$ cat src/rtl/hazard_pkg.sv
// Shared types and constants for the pipeline hazard/sequencing controller.
package hazard_pkg;

    typedef enum logic [1:0] {
        ST_INIT  = 2'd0,
        ST_RUN   = 2'd1,
        ST_STALL = 2'd2,
        ST_HALT  = 2'd3
    } state_e;

    localparam logic [4:0] REG_X0    = 5'd0;
    localparam int         CNT_W_DEF = 32;

endpackage

$ cat src/rtl/hazard_detect.sv
// Combinational load-use compare between the load in EX and the operands of ID.
module hazard_detect
    import hazard_pkg::*;
(
    input  logic [4:0] id_rs1,
    input  logic [4:0] id_rs2,
    input  logic       id_uses_rs2,
    input  logic       ex_mem_read,
    input  logic [4:0] ex_rd,
    output logic       hazard
);

    logic rs1_match_s;
    logic rs2_match_s;

    assign rs1_match_s = (ex_rd == id_rs1);
    assign rs2_match_s = id_uses_rs2 && (ex_rd == id_rs2);
    // x0 is hard-wired zero, so a load targeting it never produces a dependency
    assign hazard = ex_mem_read && (ex_rd != REG_X0) && (rs1_match_s || rs2_match_s);

endmodule

$ cat src/rtl/hazard_ctrl.sv
// Pipeline sequencing controller: post-reset flush, load-use bubbles, redirect squash, debug halt.
// Optional performance counters are built when HAZARD_PERF_CNT_EN is defined.
module hazard_ctrl
    import hazard_pkg::*;
#(
    parameter int INIT_CYCLES      = 2,
    parameter int LOAD_USE_BUBBLES = 1,
    parameter int CNT_W            = CNT_W_DEF
) (
    input  logic             clk,
    input  logic             rst_n,
    input  logic [4:0]       ID_Rs1,
    input  logic [4:0]       ID_Rs2,
    input  logic             ID_UsesRs2,
    input  logic             EX_MemRead,
    input  logic [4:0]       EX_rdReg,
    input  logic             EX_Taken,
    input  logic             EX_Jump,
    input  logic             halt_req,
    output logic             PCWrite,
    output logic             IFIDWrite,
    output logic             IFflush,
    output logic             EXflush,
    output logic             halted,
    output logic [CNT_W-1:0] stall_cnt,
    output logic [CNT_W-1:0] flush_cnt
);

    localparam logic [3:0] INIT_CNT  = 4'(INIT_CYCLES - 1);
    localparam logic [3:0] STALL_CNT = (LOAD_USE_BUBBLES > 1) ? 4'(LOAD_USE_BUBBLES - 2) : 4'd0;

    state_e     state_r;
    state_e     state_nxt_s;
    logic [3:0] cnt_r;
    logic [3:0] cnt_nxt_s;
    logic       halted_r;
    logic       hazard_s;
    logic       redirect_s;
    logic       pc_write_s;
    logic       ifid_write_s;
    logic       if_flush_s;
    logic       ex_flush_s;

    hazard_detect u_detect (
        .id_rs1      (ID_Rs1),
        .id_rs2      (ID_Rs2),
        .id_uses_rs2 (ID_UsesRs2),
        .ex_mem_read (EX_MemRead),
        .ex_rd       (EX_rdReg),
        .hazard      (hazard_s)
    );

    assign redirect_s = (state_r == ST_RUN) && (EX_Taken || EX_Jump);

    // Mealy control outputs from current state and inputs
    always_comb begin
        pc_write_s   = 1'b0;
        ifid_write_s = 1'b0;
        if_flush_s   = 1'b1;
        ex_flush_s   = 1'b1;
        case (state_r)
            ST_INIT: begin
                pc_write_s   = 1'b0;
                ifid_write_s = 1'b0;
                if_flush_s   = 1'b1;
                ex_flush_s   = 1'b1;
            end
            ST_RUN: begin
                if (redirect_s) begin
                    pc_write_s   = 1'b1;
                    ifid_write_s = 1'b1;
                    if_flush_s   = 1'b1;
                    ex_flush_s   = 1'b1;
                end else if (hazard_s) begin
                    pc_write_s   = 1'b0;
                    ifid_write_s = 1'b0;
                    if_flush_s   = 1'b0;
                    ex_flush_s   = 1'b1;
                end else begin
                    pc_write_s   = 1'b1;
                    ifid_write_s = 1'b1;
                    if_flush_s   = 1'b0;
                    ex_flush_s   = 1'b0;
                end
            end
            ST_STALL, ST_HALT: begin
                pc_write_s   = 1'b0;
                ifid_write_s = 1'b0;
                if_flush_s   = 1'b0;
                ex_flush_s   = 1'b1;
            end
            default: begin
                pc_write_s   = 1'b0;
                ifid_write_s = 1'b0;
                if_flush_s   = 1'b1;
                ex_flush_s   = 1'b1;
            end
        endcase
    end

    // Next-state and sequencing counter selection
    always_comb begin
        state_nxt_s = state_r;
        cnt_nxt_s   = cnt_r;
        case (state_r)
            ST_INIT: begin
                if (cnt_r == 4'd0) begin
                    state_nxt_s = ST_RUN;
                end else begin
                    cnt_nxt_s = cnt_r - 4'd1;
                end
            end
            ST_RUN: begin
                if (redirect_s) begin
                    state_nxt_s = ST_RUN;
                end else if (hazard_s) begin
                    // the hazard cycle itself is the first bubble
                    if (LOAD_USE_BUBBLES > 1) begin
                        state_nxt_s = ST_STALL;
                        cnt_nxt_s   = STALL_CNT;
                    end else begin
                        state_nxt_s = ST_RUN;
                    end
                end else if (halt_req) begin
                    state_nxt_s = ST_HALT;
                end else begin
                    state_nxt_s = ST_RUN;
                end
            end
            ST_STALL: begin
                if (cnt_r == 4'd0) begin
                    state_nxt_s = ST_RUN;
                end else begin
                    cnt_nxt_s = cnt_r - 4'd1;
                end
            end
            ST_HALT: begin
                if (halt_req) begin
                    state_nxt_s = ST_HALT;
                end else begin
                    state_nxt_s = ST_RUN;
                end
            end
            default: begin
                state_nxt_s = ST_INIT;
                cnt_nxt_s   = INIT_CNT;
            end
        endcase
    end

    // State, sequencing counter and halted flag registers
    always_ff @(posedge clk or negedge rst_n) begin
        if (!rst_n) begin
            state_r  <= ST_INIT;
            cnt_r    <= INIT_CNT;
            halted_r <= 1'b0;
        end else begin
            state_r  <= state_nxt_s;
            cnt_r    <= cnt_nxt_s;
            halted_r <= (state_nxt_s == ST_HALT);
        end
    end

    assign PCWrite   = pc_write_s;
    assign IFIDWrite = ifid_write_s;
    assign IFflush   = if_flush_s;
    assign EXflush   = ex_flush_s;
    assign halted    = halted_r;

`ifdef HAZARD_PERF_CNT_EN
    localparam logic [CNT_W-1:0] CNT_ONE = {{(CNT_W-1){1'b0}}, 1'b1};

    logic             bubble_s;
    logic [CNT_W-1:0] stall_cnt_r;
    logic [CNT_W-1:0] flush_cnt_r;

    assign bubble_s = ex_flush_s && !pc_write_s && (state_r != ST_INIT);

    // Saturating bubble and redirect event counters
    always_ff @(posedge clk or negedge rst_n) begin
        if (!rst_n) begin
            stall_cnt_r <= {CNT_W{1'b0}};
            flush_cnt_r <= {CNT_W{1'b0}};
        end else begin
            if (bubble_s && (stall_cnt_r != {CNT_W{1'b1}})) begin
                stall_cnt_r <= stall_cnt_r + CNT_ONE;
            end else begin
                stall_cnt_r <= stall_cnt_r;
            end
            if (redirect_s && (flush_cnt_r != {CNT_W{1'b1}})) begin
                flush_cnt_r <= flush_cnt_r + CNT_ONE;
            end else begin
                flush_cnt_r <= flush_cnt_r;
            end
        end
    end

    assign stall_cnt = stall_cnt_r;
    assign flush_cnt = flush_cnt_r;
`else
    assign stall_cnt = {CNT_W{1'b0}};
    assign flush_cnt = {CNT_W{1'b0}};
`endif

endmodule

$ cat config.mk
export PLATFORM = sky130hd
export DESIGN_NAME = hazard_ctrl
export DESIGN_NICKNAME = d
export VERILOG_FILES = /design/src/rtl/hazard_pkg.sv /design/src/rtl/hazard_detect.sv /design/src/rtl/hazard_ctrl.sv
export SDC_FILE = /design/constraint.sdc
export NUM_CORES = 1
export LEC_CHECK = 0
export CAP_MARGIN = 20
export CORE_MARGIN = 2
export CORE_UTILIZATION = 33
export DETAILED_ROUTE_END_ITERATION = 7
export PLACE_DENSITY = 0.85
export SLEW_MARGIN = 20
export SYNTH_ARGS = -nofsm -noshare
export SYNTH_HDL_FRONTEND = slang
export SYNTH_SLANG_ARGS = --single-unit
$ cat constraint.sdc
create_clock -name clk -period 4.1 [get_ports clk]
set_input_delay 0.82 -clock clk [delete_from_list [all_inputs] [get_ports clk]]
set_output_delay 0.82 -clock clk [all_outputs]
set_load 0.01 [all_outputs]
==> results of run 1 <==
## state kept, by name, indices dropped and copies added (netlist names)
name	cells
cnt_r	4
state_r	2
halted	1
## kinds of logic (layout without fill, tap and decap cells)
kind of cell               count (synthesis)  in the layout  synth area share, %
buffers and inverters                     69             34                 52.0
and+or+nand+nor                           13             13                 6.86
AOI/OAI and AO/OA                         12             12                 10.3
xor gates and xnor gates                  12             12                 10.9
DFF                                        7              7                 18.2
adders and majority gates                  1              1                 1.29
other                                      1             64                0.388
## final timing paths
kind                             startpoint  endpoint  slack (ps)  cells past startpoint
min in group asynchronous             rst_n  cnt_r[2]         830                      1
worst min register to register     cnt_r[0]  cnt_r[0]         500                      1
worst max-delay path            EX_rdReg[1]   EXflush         340                      5
max in group asynchronous             rst_n  cnt_r[0]        2970                      1
worst max register to register     cnt_r[0]  cnt_r[3]        2530                      6
worst min-delay path               cnt_r[0]  cnt_r[0]         500                      1
## placed cells by master, fill, tap and decap left out, types with 2 or more instances in the layout
cell type        Yosys  final
clkdlybuf4s50_1      0     26
conb_1               1     64
a31oi_1              2      2
nand2_1              4      4
inv_1                3      3
xnor2_1             11     11
nor2_1               2      2
dfrtp_1              6      6
clkbuf_4             0      3
nand2b_1             2      2
## layer usage
layer | vias up | GRT usage [%] | wire [um]
li1 | 299 | - | -
met1 | 303 | 9.77 | 548
met2 | 51 | 18.3 | 898
met3 | 2 | 1.34 | 149
met4 | 0 | 4.98 | 25
met5 | - | 0 | 0
## critical path: stages
cell	delay [ps]
clkdlybuf4s50_1	480
or4_1	540
o21a_1	210
a2111o_1	410
clkdlybuf4s50_1	480
## power groups by stage
stage	clock, mW	combinational, mW	sequential, mW
finish	0.0605	0.0800	0.0713
floorplan	0	0.0905	0.0725
global placement	0	0.0772	0.0723
detailed placement	0	0.0789	0.0724
global route	0.0664	0.0868	0.0712
CTS	0.0626	0.0791	0.0712
## synth_stat cells (all sizes together)
cell	n	area share (%)
xor2	1	0.91
inv	3	1.2
clkinv	1	0.39
nor2b	1	0.65
o21ai	2	1.0
nor4	1	0.65
ha	1	1.3
nand3	1	0.52
a221oi	1	1.6
nand2	4	1.6
nor2	2	0.78
dfrtp	6	16
conb	1	0.39
a211oi	1	1.3
nand4	1	0.65
a21oi	1	0.52
a31oi	2	1.3
o21a	1	0.78
dfstp	1	2.7
a2111o	1	1.2
nand2b	2	1.3
or4	1	0.78
o31ai	2	2.1
xnor2	11	10
buf	65	50
o22ai	1	0.65
## layout make-up
type	count	area (um2)	area share, %
Clock buffer	4	26.3	2.52
Timing Repair Buffer	26	260	25.0
Tap cell	31	38.8	3.73
Multi-Input combinational cell	102	524	50.4
Inverter	4	15.0	1.44
Sequential cell	7	176	16.9
## stage by stage
stage	cell area (um2)	utilization, %	total power, mW	hold WS, ps	std cells
CTS	1040	37.4	0.213	503	174
finish	1040	37.4	0.212	503	174
global placement	1010	36.5	0.150	487	170
detailed placement	1010	36.5	0.151	489	170
global route	1040	37.4	0.224	530	174
floorplan	1200	-	0.163	478	178
==> results by stage, run 1 <==
Run status:
- The flow ran to the end, and the final reports show no timing, DRC or antenna violations.

Routing:
- The via total after detailed routing is 655.
- The routed design has 1.62 mm of wire.
- In this run, the number of DRC markers left after iteration 0 of detailed routing was 9.
- The average wire length per cell after detail routing is 9.32 um.
- The number of iterations in the first detailed-routing pass is 4.
- Once detail routing completed, the nets flagged for antenna violations numbered 0.
- The remaining routing DRC violations is 0.
- Using the TritonRoute via totals, the vias-per-cell ratio works out to 3.76.

Die:
- The overall die height is 58.1 um.
- The core region is 2780 um2.
- The placement row count is 19.
- For this configuration, the core starts out at a cell density of 34.8%.
- Pin placement for this block handled 91 I/O pins.
- The die covers 3380 um2.
- The width of the chip is 58.1 um.

Critical path:
- The critical path capture point type is an output pin.
- STA puts the critical path data arrival time at 2940 ps.
- At the worst endpoint, the required time is 3280 ps.
- The launching element type of the critical path is an input port.
- The kind of critical path is input port to output pin.
- The highest net fanout along the worst path is 3.

Power and ir drop:
- For this design the total switching power over the nets is 0.0707 mW.
- The sequential share of power is 33.7%.
- The combinational group share of total power is 37.8%.
- The clock share of power is 28.6%.
- The design internal power is 0.141 mW.
- The net switching share of the total power is 33.4%.
- Dividing total power by cell area gives a power density of 203 nW/um2.
- The worst-case vdd ir drop is 0.000131 V.
- Summed over all cells, the static leakage comes to 0.512 nW.

Clocking:
- The clock latency of the later-clocked register in the worst-skew pair is 250 ps.
- Counting the buffers created by CTS gives 3.
- The buffer levels on the longest clock path is 2.
- The number of setup buffers added after CTS is 0.
- In this run the number of H-tree levels came out at 1.
- After clock tree synthesis, the repair step resized 0 gates.
- The CTS tree is built.
- The clock transition at the registers of the reported paths is 50 ps.
- For this design, the sink count on the clock tree is 7.
- The hold buffer count at CTS is 0.
- The clock tree root buffer cell is clkbuf_4.

STA:
- After layout, the worst path uses 91.8% of the clock period.
- Setup violations remaining at the end of the flow were counted as 0.
- The actual slew at the worst max-slew pin is 539 ps.
- For the final database, setup skew stands at 4.95 ps.
- Setup repair after global routing left no endpoint under its margin.
- The worst pin sits at a relative slew slack of 63.8%.
- The time the final worst path needs with I/O delays and setup is 3760 ps.
- The post-layout worst setup margin is 336 ps.
- The max-slew violation count is 0.
- Static timing analysis puts the maximum clock frequency at 266 MHz.
- The final hold violation count came to 0.
- The post-route setup TNS is 0 ps.

Global route:
- The maximum number of pins on one net before global-route repair is 8.
- The number of global-route vias before repair is 567.
- The number of antenna violations at the first check in global routing came to 0.
- The overall global routing resource usage is 9.52%.
- The global-route wire length before repair is 2.44 mm.
- Global routing finished with a remaining overflow of 0.

Synth:
- The fraction of the yosys area taken by sequential cells is 18.2%.
- The synthesized instance count is 115.
- The mapped netlist covers 967 um2.
- A synthesized cell averages 8.41 um2.
- After synthesis, the netlist uses 28 different library cells.
- Counting flops and latches in the post-synthesis netlist gives 7.
- Yosys printed 0 warnings.

Final layout:
- The net count reported at finish is 167.
- The relative area change from synthesis to final layout is 7.63%.
- Fill cells in the final layout number 283.
- The fraction of final layout cells sized beyond drive strength 1 is 4.90%.
- The number of inserted diodes is 0.

Min path:
- The kind of path behind the tightest hold check is flip-flop to flip-flop.

Place:
- The worst slack after detailed placement is 336 ps.
- The count of buffers added on input and output ports is 26.
- At the end of routability-driven placement, the weighted congestion stood at 0.722.
- The half-perimeter wire length after detailed placement is 1.44 mm.

Flow run:
- The number of maximum-capacitance constraint violations is 0.
Power figures use the tool's default switching activity.
==> run 2, diff against run 1 <==
--- a/config.mk
+++ b/config.mk
@@ -7,4 +7,5 @@
 export LEC_CHECK = 0
 export CAP_MARGIN = 20
+export CORE_ASPECT_RATIO = 2
 export CORE_MARGIN = 2
 export CORE_UTILIZATION = 33
==> constraint.sdc (replaced) <==
create_clock -name clk -period 4.1 [get_ports clk]
set_input_delay 0.82 -clock clk [delete_from_list [all_inputs] [get_ports clk]]
set_output_delay 0.82 -clock clk [all_outputs]
set_load 0.05 [all_outputs]
==> run 2 against run 1 <==
Combinational power increased by 140%. Sequential power hardly changed. Largest power group unchanged. Core utilization increased by 0.51 points.
==> results by stage, run 2 (synthesis results as in run 1) <==
Routing:
- The number of iterations in the first detailed-routing pass is 4 (unchanged).
- The DRC violation total after the first TritonRoute iteration is 5 (was 9).
- The remaining routing DRC violations is 0 (unchanged).
- The routed wire length is 1.43 mm (was 1.62 mm).
- The via total after detailed routing was 654 (was 655).
- The count of nets left with antenna violations after detail routing is 0 (unchanged).
- The average wire length per cell after detail routing is 8.32 um (was 9.32 um).
- The average vias per placed instance is 3.80 (was 3.76).

Clocking:
- The clock tree root buffer cell is clkbuf_8 (was clkbuf_4).
- The hold buffer count at CTS was 0 (unchanged).
- The post-CTS setup repair buffer count is 0 (unchanged).
- The clock latency of the later-clocked register in the worst-skew pair was 230 ps (was 250 ps).
- The buffer levels on the longest clock path is 2 (unchanged).
- The number of sinks handled by clock tree synthesis is 7 (unchanged).
- The total of cells resized after clock tree synthesis is 0 (unchanged).
- The CTS tree is built (unchanged).
- The clock transition at the registers of the reported paths came to 40 ps (was 50 ps).
- The total CTS buffers is 3 (unchanged).
- The number of H-tree branching levels came to 1 (unchanged).

Critical path:
- Series of cell instances along the critical path: clkdlybuf4s50_1 -> or4_1 -> o21a_1 -> a2111o_1 -> buf_4 (was clkdlybuf4s50_1 -> or4_1 -> o21a_1 -> a2111o_1 -> clkdlybuf4s50_1).
- The launching element type of the critical path was an input port (unchanged).
- The cell family contributing the most delay on the critical path is buffers and inverters (unchanged).
- The critical path capture point type is an output pin (unchanged).
- The largest stage delay on the critical path was 530 ps (was 540 ps).
- The kind of critical path was input port to output pin (unchanged).
- The highest net fanout along the worst path is 3 (unchanged).
- The worst-path cell with the longest stage delay is or4_1 (unchanged).
- The arrival time at the worst endpoint is 2630 ps (was 2940 ps).
- The buffering stage count on the worst path with inverters included was 2 (unchanged).
- The critical path required time was 3280 ps (about the same).

STA:
- RSZ-0062 raised after global routing: false (unchanged).
- The normalized max-slew margin came to 64.9% (was 63.8%).
- The share of the cycle needed by the critical path after routing was 84.1% (was 91.8%).
- The time the final worst path needs with I/O delays and setup is 3450 ps (was 3760 ps).
- The final-report setup violation count came to 0 (unchanged).
- The final hold violation count is 0 (unchanged).
- The final setup skew is 3.80 ps (was 4.95 ps).
- The max-slew violation count is 0 (unchanged).
- The actual slew at the worst max-slew pin is 523 ps (was 539 ps).
- The post-route setup TNS came to 0 ps (unchanged).
- The fmax is 290 MHz (was 266 MHz).

Place:
- The post-placement cell count is 168 (was 170).
- The number of I/O port buffers is 26 (unchanged).
- The final RePlAce weighted congestion was 0.731 (was 0.722).
- The half-perimeter wire length after detailed placement is 1.32 mm (was 1.44 mm).

Power and ir drop:
- The worst-case vdd ir drop is 0.000132 V (was 0.000131 V).
- The static leakage came to 0.522 nW (was 0.512 nW).
- The net switching share of the total power is 52.9% (was 33.4%).
- The net switching power figure came to 0.190 mW (was 0.0707 mW).
- The clock share of power is 27.3% (was 28.6%).
- The design internal power is 0.169 mW (was 0.141 mW).
- The power per cell area is 342 nW/um2 (was 203 nW/um2).
- The combinational group share of total power was 52.8% (was 37.8%).
- The sequential share of power is 19.9% (was 33.7%).

Final layout:
- The net count reported at finish is 167 (unchanged).
- The largest register by flop count is cnt_r (unchanged).
- The relative area change from synthesis to final layout is 8.67% (was 7.63%).
- The flip-flop count of the largest register, all copies and words added was 4 (unchanged).
- The final cell count without fillers is 172 (was 174).
- The most common library cell in the layout ignoring fill and taps was conb_1 (unchanged).
- Commonest cells after routing, fill and taps aside: 64 x conb_1, 23 x clkdlybuf4s50_1, 11 x xnor2_1, 6 x dfrtp_1, 4 x nand2_1 (was 64 x conb_1, 26 x clkdlybuf4s50_1, 11 x xnor2_1, 6 x dfrtp_1, 4 x nand2_1).
- The fraction of final layout cells sized beyond drive strength 1 came to 7.69% (was 4.90%).
- The number of inserted diodes is 0 (unchanged).

Die:
- The starting density of the core came to 34.9% (was 34.8%).
- The placement row count is 27 (was 19).
- The number of top-level design ports came to 91 (unchanged).
- The placeable core region is 2770 um2 (was 2780 um2).
- The overall die height is 80.6 um (was 58.1 um).
- The total die area is 3410 um2 (was 3380 um2).
- The width of the chip is 42.3 um (was 58.1 um).

Global route:
- The number of antenna violations at the first check in global routing is 0 (unchanged).
- The overall global routing resource usage is 8.49% (was 9.52%).
- The peak-usage layer in the global routing report is met2 (unchanged).
- The number of global-route vias before repair is 547 (was 567).
- The total overflow reported by the global router is 0 (unchanged).
- The global-route met3 utilization is 2.70% (was 1.34%).
- The met2 track utilization from global routing is 16.2% (was 18.3%).
- The met1 usage was 6.14% (was 9.77%).
- The maximum number of pins on one net before global-route repair came to 8 (unchanged).
- The global-route wire length before repair is 2.10 mm (was 2.44 mm).

Min path:
- The kind of path behind the tightest hold check is flip-flop to flip-flop (unchanged).

Flow run:
- The number of maximum-capacitance constraint violations came to 0 (unchanged).

Run status:
- Result of the run: completed (unchanged).
-- run 2: changes by cell type in the layout (fill, tap and decap cells not counted) --
cell and change:
buf_4 +3, clkbuf_1 -1, clkbuf_4 -3, clkbuf_8 +3, clkdlybuf4s50_1 -3, clkinv_2 +1
-- run 2: power by group through the flow --
| stage | registers (mW) | clock network, mW | logic (mW) |
|---|---|---|---|
| after floorplan | 0.0743 | 0 | 0.203 |
| after global placement | 0.0723 | 0 | 0.188 |
| after detailed placement | 0.0722 | 0 | 0.189 |
| after CTS | 0.0713 | 0.0998 | 0.189 |
| after global routing | 0.0715 | 0.104 | 0.197 |
| final | 0.0714 | 0.0982 | 0.190 |
-- run 2: final timing paths --
| kind | startpoint | cells past startpoint | to | slack, ps |
|---|---|---|---|---|
| setup / recovery | EX_rdReg[2] | 5 | EXflush | 650 |
| hold / removal | cnt_r[0] | 1 | cnt_r[0] | 500 |
| setup reg to reg | cnt_r[0] | 6 | cnt_r[3] | 2590 |
| hold reg to reg | cnt_r[0] | 1 | cnt_r[0] | 500 |
| max in group asynchronous | rst_n | 1 | cnt_r[0] | 2970 |
| min in group asynchronous | rst_n | 1 | cnt_r[3] | 840 |
-- run 2: worst reg2reg max path, delay by kind of cell, from the launching register on --
family | cells | cell delay (ps)
buf+inv | 2 | 140
compound gates | 1 | 120
xor+xnor | 1 | 180
simple gates | 1 | 260
fa+ha+maj | 1 | 180
flops | 1 | 550
-- run 2: metrics by stage --
stage / total power [mW] / cell area (um2) / hold slack, ps / setup slack, ps / util (%)
finish: 0.359 / 1050 / 499 / 653 / 37.9
global route: 0.372 / 1050 / 523 / 580 / 37.9
CTS: 0.360 / 1050 / 504 / 638 / 37.9
detailed placement: 0.261 / 1000 / 499 / 641 / 36.3
global placement: 0.260 / 1000 / 492 / 663 / 36.3
floorplan: 0.277 / 1200 / 478 / 534 / -
-- run 2: layout make-up --
cell class,count,area [um2]
multi-input cells,102,524
repair buffers,26,253
fillers,287,1720
clock inverters,1,5.00
well taps,29,36.3
clock buffers,3,41.3
inverters,4,15.0
flip-flops and latches,7,176
-- run 2: metal layers --
metal | wire, um | up-vias
li1 | - | 297
met1 | 362 | 278
met2 | 784 | 72
met3 | 214 | 7
met4 | 69 | 0
met5 | 0 | -
==> run 3, diff against run 2 <==
Settings changed: CORE_UTILIZATION 33 to 30, PLACE_DENSITY 0.85 to 0.78.
Clock period 4.1 ns to 3.4 ns, I/O delays scaled along.
==> run 3 against run 2 <==
Routed wire length increased by 2.7%. Non-clock buffer count increased by 1. Die area increased by 9.3%. Clock skew decreased by 2.6 ps. Largest power group unchanged. Final area increased by 3.2%. Cell count increased by 1.7%.
==> results by stage, run 3 (synthesis results as in run 1) <==
Critical path:
- The end of the worst register-to-register path is cnt_r[3] (unchanged).
- The cell family contributing the most delay on the critical path is buffers and inverters (unchanged).
- The arrival time at the worst endpoint is 2530 ps (was 2630 ps).
- The critical path required time is 2720 ps (was 3280 ps).
- The highest net fanout along the worst path was 3 (unchanged).
- The launch point of the worst reg-to-reg path is cnt_r[0] (unchanged).
- The buffering stage count on the worst path with inverters included came to 2 (unchanged).
- The critical path capture point type is an output pin (unchanged).
- The worst reg-to-reg setup slack is 1890 ps (was 2590 ps).
- Series of cell instances along the critical path: clkdlybuf4s50_1 -> or4_1 -> o21a_1 -> a2111o_1 -> buf_4 (unchanged).
- The launching element type of the critical path is an input port (unchanged).
- The depth of the worst register-to-register path came to 6 (unchanged).
- The largest stage delay on the critical path is 580 ps (was 530 ps).
- The worst-path cell with the longest stage delay is or4_1 (unchanged).
- The kind of critical path is input port to output pin (unchanged).

Final layout:
- The number of inserted diodes is 0 (unchanged).
- The relative area change from synthesis to final layout is 12.2% (was 8.67%).
- The fraction of final layout cells sized beyond drive strength 1 was 7.64% (was 7.69%).
- The net count reported at finish is 168 (was 167).
- The area occupied by registers came to 176 um2 (unchanged).
- The area of the multi-input gates is 524 um2 (unchanged).
- The flip-flop count of the largest register, all copies and words added is 4 (unchanged).
- Commonest cells after routing, fill and taps aside: 64 x conb_1, 23 x clkdlybuf4s50_1, 11 x xnor2_1, 6 x dfrtp_1, 4 x nand2_1 (unchanged).
- The most common library cell in the layout ignoring fill and taps is conb_1 (unchanged).
- The largest register by flop count is cnt_r (unchanged).
- The count of filler cells inserted in the layout is 330 (was 287).

Min path:
- The kind of path behind the tightest hold check is flip-flop to flip-flop (unchanged).
- The end of the worst hold path is cnt_r[0] (unchanged).
- The worst hold path stage count is 1 (unchanged).
- The hold path startpoint is cnt_r[0] (unchanged).

Clocking:
- The clock tree root buffer cell is clkbuf_8 (unchanged).
- The total CTS buffers is 3 (unchanged).
- The CTS tree was built (unchanged).
- The clock transition at the registers of the reported paths is 40 ps (about the same).
- The number of H-tree branching levels is 1 (unchanged).
- The number of sinks handled by clock tree synthesis was 7 (unchanged).
- The total of cells resized after clock tree synthesis is 0 (unchanged).
- The hold buffer count at CTS is 0 (unchanged).
- The post-CTS setup repair buffer count is 0 (unchanged).
- The clock latency of the later-clocked register in the worst-skew pair came to 230 ps (about the same).
- The buffer levels on the longest clock path was 2 (unchanged).

Routing:
- The remaining routing DRC violations is 0 (unchanged).
- The DRC violation total after the first TritonRoute iteration came to 3 (was 5).
- The via total after detailed routing is 656 (was 654).
- The count of nets left with antenna violations after detail routing is 0 (unchanged).
- The number of iterations in the first detailed-routing pass is 3 (was 4).
- The average wire length per cell after detail routing is 8.39 um (was 8.32 um).
- The average vias per placed instance is 3.75 (was 3.80).
- The routed wire length is 1.47 mm (was 1.43 mm).

Die:
- The placement row count is 29 (was 27).
- The width of the chip is 44.2 um (was 42.3 um).
- The starting density of the core came to 31.0% (was 34.9%).
- The number of top-level design ports is 91 (unchanged).
- The placeable core region came to 3120 um2 (was 2770 um2).
- The overall die height is 84.3 um (was 80.6 um).
- The total die area is 3720 um2 (was 3410 um2).

STA:
- RSZ-0062 raised after global routing: false (unchanged).
- The max-slew violation count came to 0 (unchanged).
- The final setup skew is 1.24 ps (was 3.80 ps).
- Subtracting the final worst setup slack from the clock period gives 3210 ps.
- Of the available clock period, the critical path in the final layout requires 94.5%.
- The actual slew at the worst max-slew pin is 536 ps (was 523 ps).
- Based on the critical path, the design can be clocked at up to 311 MHz.
- The final-report setup violation count was 0 (unchanged).
- The normalized max-slew margin is 64.0% (was 64.9%).
- The final hold violation count is 0 (unchanged).
- The post-route setup TNS is 0 ps (unchanged).

Place:
- The number of I/O port buffers came to 26 (unchanged).
- The half-perimeter wire length after detailed placement is 1.36 mm (was 1.32 mm).
- The final RePlAce weighted congestion is 0.712 (was 0.731).

Power and ir drop:
- The worst-case vdd ir drop came to 0.000168 V (was 0.000132 V).
- The power per cell area is 403 nW/um2 (was 342 nW/um2).
- The static leakage is 0.536 nW (was 0.522 nW).
- The total power came to 0.437 mW (was 0.359 mW).

Global route:
- The global-route wire length before repair is 2.20 mm (was 2.10 mm).
- The number of global-route vias before repair was 566 (was 547).
- The maximum number of pins on one net before global-route repair is 8 (unchanged).
- The total overflow reported by the global router is 0 (unchanged).
- The overall global routing resource usage is 8.25% (was 8.49%).
- The number of antenna violations at the first check in global routing is 0 (unchanged).

Run status:
- Result of the run: completed (unchanged).

Flow run:
- The number of maximum-capacitance constraint violations came to 0 (unchanged).
[run 3: cell count changes in the layout (fill, tap and decap cells not counted), sizes merged]
cell    previous run  this run
clkbuf             3         4
clkinv             2         1
buf                3         4
[run 3: worst max path at each step]
stage,startpoint,end,slack [ps],depth (start not counted)
after detailed placement,EX_rdReg[1],EXflush,170,5
after CTS,EX_rdReg[1],EXflush,170,5
after floorplan,EX_rdReg[1],PCWrite,110,4
final,EX_rdReg[1],EXflush,190,5
after global placement,EX_rdReg[1],EXflush,190,5
after global routing,EX_rdReg[1],EXflush,120,5
[run 3: cell type report]
type	instances	area share, %
timing repair buffer	27	26.3
tap	31	3.58
clock buffer	4	4.15
inverter	4	1.38
sequential	7	16.3
multi-input combinational	102	48.3
[run 3: worst reg2reg max path: stages, from the launching register on]
cell and delay (ps):
dfstp_2 550, inv_1 50, ha_1 180, inv_1 100, o31ai_2 130, nor4_1 250
xor2_1 170
[run 3: where the power goes]
group	switching [mW]	internal (mW)	leakage [nW]	total (mW)
Combinational	0.190	0.0441	0.426	0.234
Clock	0.0357	0.0811	0.0228	0.117
Sequential	0.000963	0.0851	0.0878	0.0861
[run 3: routing by layer]
metal	routed length, um	track usage (%)	part of all wire (%)	vias to the layer above
met5	0	0	0	-
met4	38	5.79	2.6	0
met3	251	2.58	17	4
met2	806	15.6	55	71
met1	372	6.32	25	283
li1	-	-	-	298
[run 3: per-stage QoR]
step                utilization, %  hold WS [ps]  instances  setup WS (ps)  cell area (um2)
finish                        34.8           499        175            187             1080
floorplan                        -           384        178            114             1200
global placement              33.3           492        171            191             1040
global route                  34.8           527        175            120             1080
detailed placement            33.3           498        171            170             1040
CTS                           34.8           504        175            165             1080
